`src/rtl/ppl_trace_buffer.sv`:
```
// ppl_trace_buffer: architectural-state tracer for the pipelined MIPS core.
// Snoops WB-stage register writes and records {stamp, pc, reg, data} entries for
// watched registers into a circular buffer. The buffer is drained through rd_req/rd_valid.
// A session starts on arm. It can wait for a trigger PC, stop when full or wrap, and
// halts once the cycle budget is spent.
module ppl_trace_buffer #(
  parameter int unsigned               DATA_W   = 32,
  parameter int unsigned               REG_W    = 5,
  parameter int unsigned               DEPTH    = 16,
  parameter int unsigned               STAMP_W  = 16,
  parameter logic [(2**REG_W)-1:0]     REG_MASK = 32'h03FF_FF00,
  parameter int unsigned               MAX_CYC  = 40
) (
  input  logic                                 clk,
  input  logic                                 rst,
  input  logic                                 arm,
  input  logic                                 stop_at_full,
  input  logic                                 trig_en,
  input  logic [DATA_W-1:0]                    trig_pc,
  input  logic [DATA_W-1:0]                    pc,
  input  logic                                 wb_en,
  input  logic [REG_W-1:0]                     wb_reg,
  input  logic [DATA_W-1:0]                    wb_data,
  input  logic                                 rd_req,
  output logic                                 rd_valid,
  output logic [STAMP_W+REG_W+2*DATA_W-1:0]    rd_entry,
  output logic [$clog2(DEPTH):0]               count,
  output logic [1:0]                           state,
  output logic                                 overflow,
  output logic                                 halt
);

  localparam int unsigned PW = $clog2(DEPTH);
  localparam int unsigned CW = PW + 1;
  localparam int unsigned EW = STAMP_W + REG_W + 2 * DATA_W;
  localparam logic [STAMP_W-1:0] HALT_AT = STAMP_W'((MAX_CYC == 0) ? 0 : MAX_CYC - 1);
  localparam logic [CW-1:0] FULL_CNT = CW'(DEPTH);

  typedef enum logic [1:0] {
    IDLE    = 2'd0,
    ARMED   = 2'd1,
    CAPTURE = 2'd2,
    DONE    = 2'd3
  } state_e;

  state_e             state_q, state_d;
  logic [PW-1:0]      wr_ptr_q, wr_ptr_d;
  logic [PW-1:0]      rd_ptr_q, rd_ptr_d;
  logic [CW-1:0]      count_q, count_d;
  logic [STAMP_W-1:0] stamp_q, stamp_d;
  logic               ovf_q, ovf_d;
  logic               halt_q, halt_d;
  logic               rd_valid_q, rd_valid_d;
  logic [EW-1:0]      rd_entry_q, rd_entry_d;
  logic [EW-1:0]      mem_q [DEPTH];

  logic qual, trig_hit, cap, pop, full, overwrite, running, budget_hit, mem_we;
  logic [EW-1:0] new_entry;

  assign qual       = wb_en & REG_MASK[wb_reg] & (wb_reg != '0);
  assign trig_hit   = (state_q == ARMED) & (pc == trig_pc);
  assign cap        = qual & ((state_q == CAPTURE) | trig_hit);
  assign pop        = rd_req & (count_q != '0);
  assign full       = (count_q == FULL_CNT);
  // A pop in the same cycle frees the slot, so only an unpopped full push overwrites.
  assign overwrite  = cap & full & ~pop;
  assign running    = (state_q == ARMED) | (state_q == CAPTURE);
  assign budget_hit = (MAX_CYC != 0) & running & (stamp_q == HALT_AT);
  assign mem_we     = cap & ~arm;
  assign new_entry  = {stamp_q, pc, wb_reg, wb_data};

  // Next-state logic for pointers, count, stamp, FSM and read port
  always_comb begin
    state_d    = state_q;
    wr_ptr_d   = wr_ptr_q;
    rd_ptr_d   = rd_ptr_q;
    count_d    = count_q;
    stamp_d    = stamp_q;
    ovf_d      = ovf_q;
    halt_d     = halt_q;
    rd_valid_d = 1'b0;
    rd_entry_d = rd_entry_q;
    if (arm) begin
      wr_ptr_d = '0;
      rd_ptr_d = '0;
      count_d  = '0;
      stamp_d  = '0;
      ovf_d    = 1'b0;
      halt_d   = 1'b0;
      state_d  = trig_en ? ARMED : CAPTURE;
    end else begin
      if (pop) begin
        rd_valid_d = 1'b1;
        rd_entry_d = mem_q[rd_ptr_q];
      end
      if (cap) wr_ptr_d = wr_ptr_q + PW'(1);
      if (pop | overwrite) rd_ptr_d = rd_ptr_q + PW'(1);
      if (overwrite) ovf_d = 1'b1;
      if (cap & ~pop & ~full) count_d = count_q + CW'(1);
      else if (pop & ~cap)    count_d = count_q - CW'(1);
      if (running && (stamp_q != '1)) stamp_d = stamp_q + STAMP_W'(1);
      if (trig_hit) state_d = CAPTURE;
      if ((state_q == CAPTURE) && stop_at_full && (count_d == FULL_CNT)) state_d = DONE;
      if (budget_hit) begin
        state_d = DONE;
        halt_d  = 1'b1;
      end
    end
  end

  // Control/status registers with asynchronous reset
  always_ff @(posedge clk or posedge rst) begin
    if (rst) begin
      state_q    <= IDLE;
      wr_ptr_q   <= '0;
      rd_ptr_q   <= '0;
      count_q    <= '0;
      stamp_q    <= '0;
      ovf_q      <= 1'b0;
      halt_q     <= 1'b0;
      rd_valid_q <= 1'b0;
      rd_entry_q <= '0;
    end else begin
      state_q    <= state_d;
      wr_ptr_q   <= wr_ptr_d;
      rd_ptr_q   <= rd_ptr_d;
      count_q    <= count_d;
      stamp_q    <= stamp_d;
      ovf_q      <= ovf_d;
      halt_q     <= halt_d;
      rd_valid_q <= rd_valid_d;
      rd_entry_q <= rd_entry_d;
    end
  end

  // Entry storage; contents are qualified by the pointers, so no reset needed
  always_ff @(posedge clk) begin
    if (mem_we) mem_q[wr_ptr_q] <= new_entry;
  end

  assign rd_valid = rd_valid_q;
  assign rd_entry = rd_entry_q;
  assign count    = count_q;
  assign state    = state_q;
  assign overflow = ovf_q;
  assign halt     = halt_q;

endmodule

```
`config.mk`:
```
export PLATFORM = sky130hd
export DESIGN_NAME = ppl_trace_buffer
export DESIGN_NICKNAME = d
export VERILOG_FILES = /design/src/rtl/ppl_trace_buffer.sv
export SDC_FILE = /design/constraint.sdc
export NUM_CORES = 1
export LEC_CHECK = 0
export BUFFER_PORTS_ARGS = -buffer_cell sky130_fd_sc_hd__buf_4
export CAP_MARGIN = 20
export CORE_ASPECT_RATIO = 1.5
export CORE_MARGIN = 2
export CORE_UTILIZATION = 61
export CTS_CLUSTER_SIZE = 12
export DETAILED_ROUTE_END_ITERATION = 8
export GPL_TIMING_DRIVEN = 0
export PLACE_DENSITY = 0.77
export REMOVE_ABC_BUFFERS = 1
export SYNTH_ARGS = -nofsm -noshare
export SYNTH_HDL_FRONTEND = slang
export SYNTH_SLANG_ARGS = --single-unit
```
`constraint.sdc`:
```
create_clock -name clk -period 5.7 [get_ports clk]
set_input_delay 0.285 -clock clk [delete_from_list [all_inputs] [get_ports clk]]
set_output_delay 0.285 -clock clk [all_outputs]
set_load 0.05 [all_outputs]
```
==> results.md, run 1 <==
- Gpl congestion: roughly 0.77
- Leakage: 0.0212 uW
- Delay-heaviest family, CP: simple AND/OR/NAND/NOR gates
- Die Y: 379 um
- Port Buffers: 202
- All-Layer GR Usage: 28.8%
- Most frequent cells after synthesis: edfxtp_1, nand2_1, mux2i_1
- Clock Tree Buf Depth: 3
- Final core utilization: 71.3%
- Final hold violation count: 0
- Final Hold Slack: about 160 ps
- Sequential power share: 49.2%
- CP endpoint kind: flop
- Layout cells sized above 1: between 20 and 25%
- Psw: 6610 uW
- H-tree levels: 4
- Fill count: 5524
- Tmin final: 4990 ps
- Worst VDD drop: 0.295 mV
- Post-synth EDFFs: 1360
- Hold buffer count at CTS: 74
- Post-synthesis sequential area ratio: 76.7%
- Mean post-synth cell area: 18.6 sq um
- Dpl hpwl: 73100 um
- Pin count of the biggest net entering global routing: 67
- Reg2Reg Setup Slack: 1730 ps
- Routed vias/inst: 6.53
- Avg WL per Cell: about 29 um
- Slowest CP cell: nor4_2
- Vias in the first global route: 32200
- Switching part of the total: about a quarter
- I/O pin count: roughly 200
- First-pass GRT wire length: 200000 um
- Initial Utilization: 61.5%
- Fin crit share: 87.6%
- Logic gate share of total power: 16.1%
- Area of the mapped netlist: around 57000 sq um
- Final ANT Viol Nets: 0
- Post-synth top area cell: edfxtp_1
- Yosys Warn Count: 0
- Fmax: 200 MHz
- CTS buffer count: 143
- Worst endpoint required time: roughly 6100 ps
- Max Cap Viol: 0
- Largest stage delay, worst path: 900 ps
- Clock-pin slew on the worst setup and hold paths: 60 ps
- Pre-antenna DRT Iters: 6
- Clk_lat worst skew: 750 ps
- Via count: slightly above 30000
- Area Overhead vs Synth: 15.9%
- Post-CTS Repair Setup Buffers: 0
- Max FO, Critical Path: 31
- CTS root buffer: clkbuf_16
- Top-area cell type share of the netlist area: 71.5%
- Slew margin rel.: around a third
- Worst Setup Path Type: in2reg
- WL final: 136000 um
- Worst Setup Start Kind: primary input
- FF+latch area: 43800 sq um
- Count leader, synth: edfxtp_1
- DR DRC count: 0
- Net count, final: about 3500
- Grt total ovfl: 0
- Synthesized flop and latch total: 1479
- Crit path DAT: 5400 ps
- P_int: 18800 uW
- Pwr dens: 383 nW/um^2
- Clock power frac: about a third
- CTS sink count: 1479
- Initial DRC count: between 3000 and 4000
- Async SR Flop Fraction: 8.05%
- Final Max Tran Viols: 0
- RSZ-0062 raised after global routing: false
- Synth top area cells: edfxtp_1, mux4_2, dfrtp_1, mux2i_1, o221ai_1
- Full die area: about 96000 sq um
- Skew final: 24.8 ps
- Synth Flop Type: edfxtp_1
- Cell variety after synth: 50
- Crit-path cells: dlygate4sd3_1 -> buf_4 -> xor2_1 -> nor4_2 -> nand4_1 -> nor4_2 -> o21a_1 -> and2_2 -> and3_4 -> buf_16 -> buf_16
- Area occupied by multi-input gates: 12700 sq um
- Crit path buf inv count: 4
- Final setup fails: 0
- Core Footprint: 92900 sq um
- Initial antenna violation count: 3
- Mapped Cells: 3064
- Die X: approximately 250 um
- Core Rows: approximately 140
- Outcome: finished clean
- CTS tree: built
- Worst-margin pin slew: 1020 ps
- Post_cts resized: 0
- Hold Crit Class: in2async
==> routing by layer <==
layer  track usage, %  share of wire, %  vias to the layer above  routed length, um
met5                0             0.018                        -                 24
met4             11.5               3.6                        4               4860
met3             4.74               8.6                      357              11700
met2             47.8                51                     1697              68600
met1             38.4                37                    15900              50500
li1                 -                 -                    13000                  -
==> final cells by class <==
cell class	count	share of cell area [%]
diodes	1	0.00378
clock buffers	248	6.37
clock inverters	8	0.0945
inverters	11	0.0737
multi-input cells	1405	19.1
flip-flops and latches	1479	66.2
well taps	1251	2.36
repair buffers	335	5.75
==> metrics by stage <==
step	area [sq um]	worst slack, ps	instances	setup TNS (ps)	total power (uW)
after floorplan	56400	-12440	2895	-1102000	16200
after global placement	59500	-18510	4348	-6055690	17100
after detailed placement	61200	699	4407	0	16800
after CTS	66200	830	4737	0	25500
after global routing	66200	572	4737	0	26100
final	66200	707	4738	0	25400
==> cell families (layout without fill, tap and decap cells) <==
| logic type | count (synthesis) | after routing | synth area share (%) |
|---|---|---|---|
| AO/OA/AOI/OAI | 450 | 450 | 5.17 |
| XOR/XNOR | 54 | 54 | 0.854 |
| multiplexers | 515 | 515 | 12.9 |
| other | 0 | 1 | 0 |
| AND/OR/NAND/NOR | 375 | 375 | 2.81 |
| flip-flops | 1479 | 1479 | 76.7 |
| adder cells (fa/ha/maj) | 11 | 11 | 0.237 |
| buffers and inverters | 180 | 602 | 1.29 |
==> worst paths after layout <==
kind                           endpoint  cells past startpoint          from
setup / recovery           mem_q[3][43]                     11        pc[22]
setup reg to reg           mem_q[3][43]                      9      state[1]
hold reg to reg            rd_entry[25]                      2  rd_entry[25]
max in group asynchronous   wr_ptr_q[2]                      4           rst
hold / removal             rd_entry[19]                      3           rst
min in group clk               count[1]                      7   trig_pc[23]
==> state kept, by name (all words and copies together) (netlist names) <==
name and count:
rd_entry 85, state 2, rd_ptr_q 4, halt 1, rd_valid 1, mem_q 1360, overflow 1, wr_ptr_q 4
count 5, stamp_q 16
==> power by group through the flow <==
stage	clock [uW]	sequential, uW	combinational [uW]
6_report	8800	12500	4090
5_1_grt	9270	12500	4340
4_1_cts	8880	12500	4120
3_5_place_dp	0	12700	4050
3_3_place_gp	0	13000	4130
2_1_floorplan	0	13800	2330
==> worst register-to-register path, stage by stage (launching register included) <==
cell and delay [ps]:
dfrtp_1 420, inv_1 70, ha_1 180, nand2_1 80, nor4_2 460, o21a_1 590
and2_2 460, and3_4 720, buf_16 320, buf_16 290
==> cells in the final DEF (no fill, tap or decap), types with 4 or more instances in the layout <==
master / Yosys / routed
edfxtp_1: 1360 / 1360
nand2_1: 276 / 274
mux2i_1: 260 / 260
buf_4: 0 / 202
o21ai_0: 173 / 173
mux4_2: 170 / 170
o221ai_1: 170 / 170
clkbuf_16: 0 / 153
dfrtp_1: 119 / 115
clkbuf_1: 102 / 92
a21oi_1: 91 / 91
mux2_2: 85 / 85
dlygate4sd3_1: 0 / 74
buf_16: 0 / 51
xor2_1: 42 / 42
nor2_1: 33 / 33
and3_4: 0 / 12
inv_1: 11 / 10
nand4_1: 10 / 10
xnor2_1: 10 / 10
ha_1: 10 / 10
nor4_1: 8 / 7
buf_12: 0 / 7
nand3_1: 6 / 6
and4_4: 0 / 4
or3_1: 4 / 4
and3_1: 16 / 4
clkinv_2: 0 / 4
dfrtp_4: 0 / 4
Note: power is estimated with default switching activity, not from simulation.
==> run 2: changes to the inputs <==
--- a/config.mk
+++ b/config.mk
@@ -7,12 +7,15 @@
 export LEC_CHECK = 0
 export BUFFER_PORTS_ARGS = -buffer_cell sky130_fd_sc_hd__buf_4
 export CAP_MARGIN = 20
+export CELL_PAD_IN_SITES_DETAIL_PLACEMENT = 2
+export CELL_PAD_IN_SITES_GLOBAL_PLACEMENT = 2
 export CORE_ASPECT_RATIO = 1.5
 export CORE_MARGIN = 2
-export CORE_UTILIZATION = 61
+export CORE_UTILIZATION = 48
 export CTS_CLUSTER_SIZE = 12
 export DETAILED_ROUTE_END_ITERATION = 8
 export GPL_TIMING_DRIVEN = 0
+export MAX_ROUTING_LAYER = met4
 export PLACE_DENSITY = 0.77
 export REMOVE_ABC_BUFFERS = 1
 export SYNTH_ARGS = -nofsm -noshare
==> run 2 against run 1 <==
Critical path depth unchanged. Total power is 4.1% higher. Sequential power is essentially flat. Fmax down 8.3%. Utilization is 15 points lower. Count of clock-buffer cells in the layout rose by 7. Worst hold slack lost 4.9 ps. Clock power grew 8.6%. Largest power group unchanged. Highest routed layer is now met4.
==> results.md, run 2 (synthesized netlist as in run 1, its figures left out) <==
- Outcome: finished clean (unchanged)
- All-Layer GR Usage: 32.6% (was 28.8%)
- Leakage: 0.0213 uW (was 0.0212 uW)
- Routed vias/inst: 6.36 (was 6.53)
- Vias in the first global route: 36100 (was 32200)
- Slowest CP cell: and3_4 (was nor4_2)
- CTS tree: built (unchanged)
- H-tree levels: 4 (unchanged)
- Layout cells sized above 1: 20.9% (was 20.5%)
- CTS root buffer: clkbuf_16 (unchanged)
- DR DRC count: 0 (unchanged)
- CTS buffer count: 147 (was 143)
- Crit path buf inv count: 4 (unchanged)
- Final hold violation count: 0 (unchanged)
- Final Max Tran Viols: 0 (unchanged)
- Tmin final: 5450 ps (was 4990 ps)
- Worst VDD drop: 0.317 mV (was 0.295 mV)
- Core Footprint: 118000 sq um (was 92900 sq um)
- Gpl congestion: 0.727 (was 0.774)
- Post-route cell area: 66900 sq um (was 66200 sq um)
- Slew margin rel.: 32.1% (was 31.7%)
- Via count: 32300 (was 30900)
- Top reg by flops: mem_q (unchanged)
- I/O pin count: 203 (unchanged)
- Pwr dens: 395 nW/um^2 (was 383 nW/um^2)
- Hold path cells: 5
- Final ANT Viol Nets: 0 (unchanged)
- Avg WL per Cell: 37.7 um (was 28.7 um)
- Fin crit share: 95.6% (was 87.6%)
- Initial Utilization: 48.2% (was 61.5%)
- CP endpoint kind: flop (unchanged)
- RSZ-0062 raised after global routing: false (unchanged)
- DP Area: 61600 sq um (was 61200 sq um)
- Largest stage delay, worst path: 930 ps (was 900 ps)
- Max Cap Viol: 0 (unchanged)
- Net count, final: 3499 (was 3493)
- Worst endpoint required time: 6150 ps (was 6110 ps)
- Worst Setup Start Kind: primary input (unchanged)
- Number of flip-flops in the largest register: 1360 (unchanged)
- Final core utilization: 56.4% (was 71.3%)
- Max FO, Critical Path: 36 (was 31)
- Die Y: 427 um (was 379 um)
- Delay-heaviest family, CP: simple AND/OR/NAND/NOR gates (unchanged)
- Worst R2R Start: state[1] (unchanged)
- Final setup fails: 0 (unchanged)
- Full die area: 122000 sq um (was 96200 sq um)
- Area Overhead vs Synth: 17.1% (was 15.9%)
- WP depth: 11 (unchanged)
- Pre-antenna DRT Iters: 6 (unchanged)
- Post-CTS Repair Setup Buffers: 0 (unchanged)
- Pin count of the biggest net entering global routing: 65 (was 67)
- WL final: 191000 um (was 136000 um)
- Most common cell after layout, fill and taps aside: edfxtp_1 (unchanged)
- Skew final: 20.9 ps (was 24.8 ps)
- Crit path DAT: 5900 ps (was 5400 ps)
- Clock Tree Buf Depth: 3 (unchanged)
- Core Rows: 155 (was 137)
- Clock-pin slew on the worst setup and hold paths: 60 ps (about the same)
- Hold_sp: stop_at_full
- Port Buffers: 202 (unchanged)
- Worst-margin pin slew: 1020 ps (about the same)
- Crit-path cells: dlygate4sd3_1 -> buf_4 -> xor2_1 -> nor4_1 -> nand3_1 -> nor4_2 -> o21a_1 -> and2_2 -> and3_4 -> buf_16 -> buf_12 (was dlygate4sd3_1 -> buf_4 -> xor2_1 -> nor4_2 -> nand4_1 -> nor4_2 -> o21a_1 -> and2_2 -> and3_4 -> buf_16 -> buf_16)
- Worst Setup Path Type: in2reg (unchanged)
- Die X: 286 um (was 254 um)
- Fmax: 184 MHz (was 200 MHz)
- Clk_lat worst skew: 790 ps (was 750 ps)
- Worst Reg2Reg Path Length in Cells: 9 (unchanged)
- Initial antenna violation count: 4 (was 3)
- Initial DRC count: 3154 (was 3229)
- Most frequent cells in the layout: edfxtp_1, nand2_1, mux2i_1 (unchanged)
- Grt total ovfl: 0 (unchanged)
- Dpl hpwl: 103000 um (was 73100 um)
- CTS sink count: 1479 (unchanged)
- Hold Crit Class: in2reg (was in2async)
- Worst setup startpoint: pc[27] (was pc[22])
- First-pass GRT wire length: 272000 um (was 200000 um)
run 2: changes by cell type in the layout (fill, tap and decap cells not counted), sizes merged:
cell,delta
clkbuf,+7
clkinv,+5
buf,+2
clkinvlp,+1
diode,+1
inv,-1
run 2: layout make-up:
| type | count | area, sq um |
|---|---|---|
| fillers | 9871 | 51600 |
| flip-flops and latches | 1479 | 43800 |
| multi-input cells | 1405 | 12700 |
| clock buffers | 255 | 4430 |
| repair buffers | 337 | 3870 |
| well taps | 1570 | 1960 |
| clock inverters | 13 | 68.8 |
| inverters | 11 | 48.8 |
| diodes | 2 | 5.00 |
run 2: worst min-delay path, stage by stage:
cell and delay, ps:
buf_4 120, and3_1 160, o221a_1 120, nand4_1 120, a2bb2oi_1 80
run 2: worst paths after layout:
| kind | end | slack (ps) |
|---|---|---|
| max in group asynchronous | rd_ptr_q[1] | 4570 |
| min in group asynchronous | rd_entry[31] | 190 |
| worst min-delay path | state[0] | 150 |
| worst max-delay path | mem_q[6][48] | 250 |
| worst min register to register | rd_entry[15] | 490 |
| worst max register to register | mem_q[6][48] | 1330 |
run 2: metrics by stage:
stage | power [uW] | instances | setup TNS [ps] | setup slack [ps] | hold WS [ps]
finish | 26400 | 5072 | 0 | 252 | 151
CTS | 26600 | 5070 | 0 | 345 | 80.1
detailed placement | 17000 | 4728 | 0 | 242 | 454
global route | 27100 | 5072 | 0 | 84.4 | 155
global placement | 17200 | 4667 | -6418950 | -19220 | 470
floorplan | 16200 | 2895 | -1102000 | -12440 | 348
run 2: layer usage:
metal	vias up	GRT usage [%]	part of all wire (%)
met3	320	4.69	5.5
met2	1354	56.0	53
met1	17600	40.4	39
met5	-	-	0
li1	13000	-	-
met4	0	9.46	2.7
run 2: power breakdown:
part / total [uW] / internal [uW] / leakage (uW) / switching [uW]
Clock: 9560 / 5260 / 0.00217 / 4310
Combinational: 4330 / 1640 / 0.00537 / 2690
Sequential: 12500 / 12100 / 0.0138 / 392
run 2: repair_timing:
| item | 4_1_cts | 5_1_grt |
|---|---|---|
| hold endpoints to repair | 1197 | 0 |
| hold buffers | 74 | 0 |
| resized for setup | 0 | 0 |
| setup endpoints to repair | 0 | 0 |
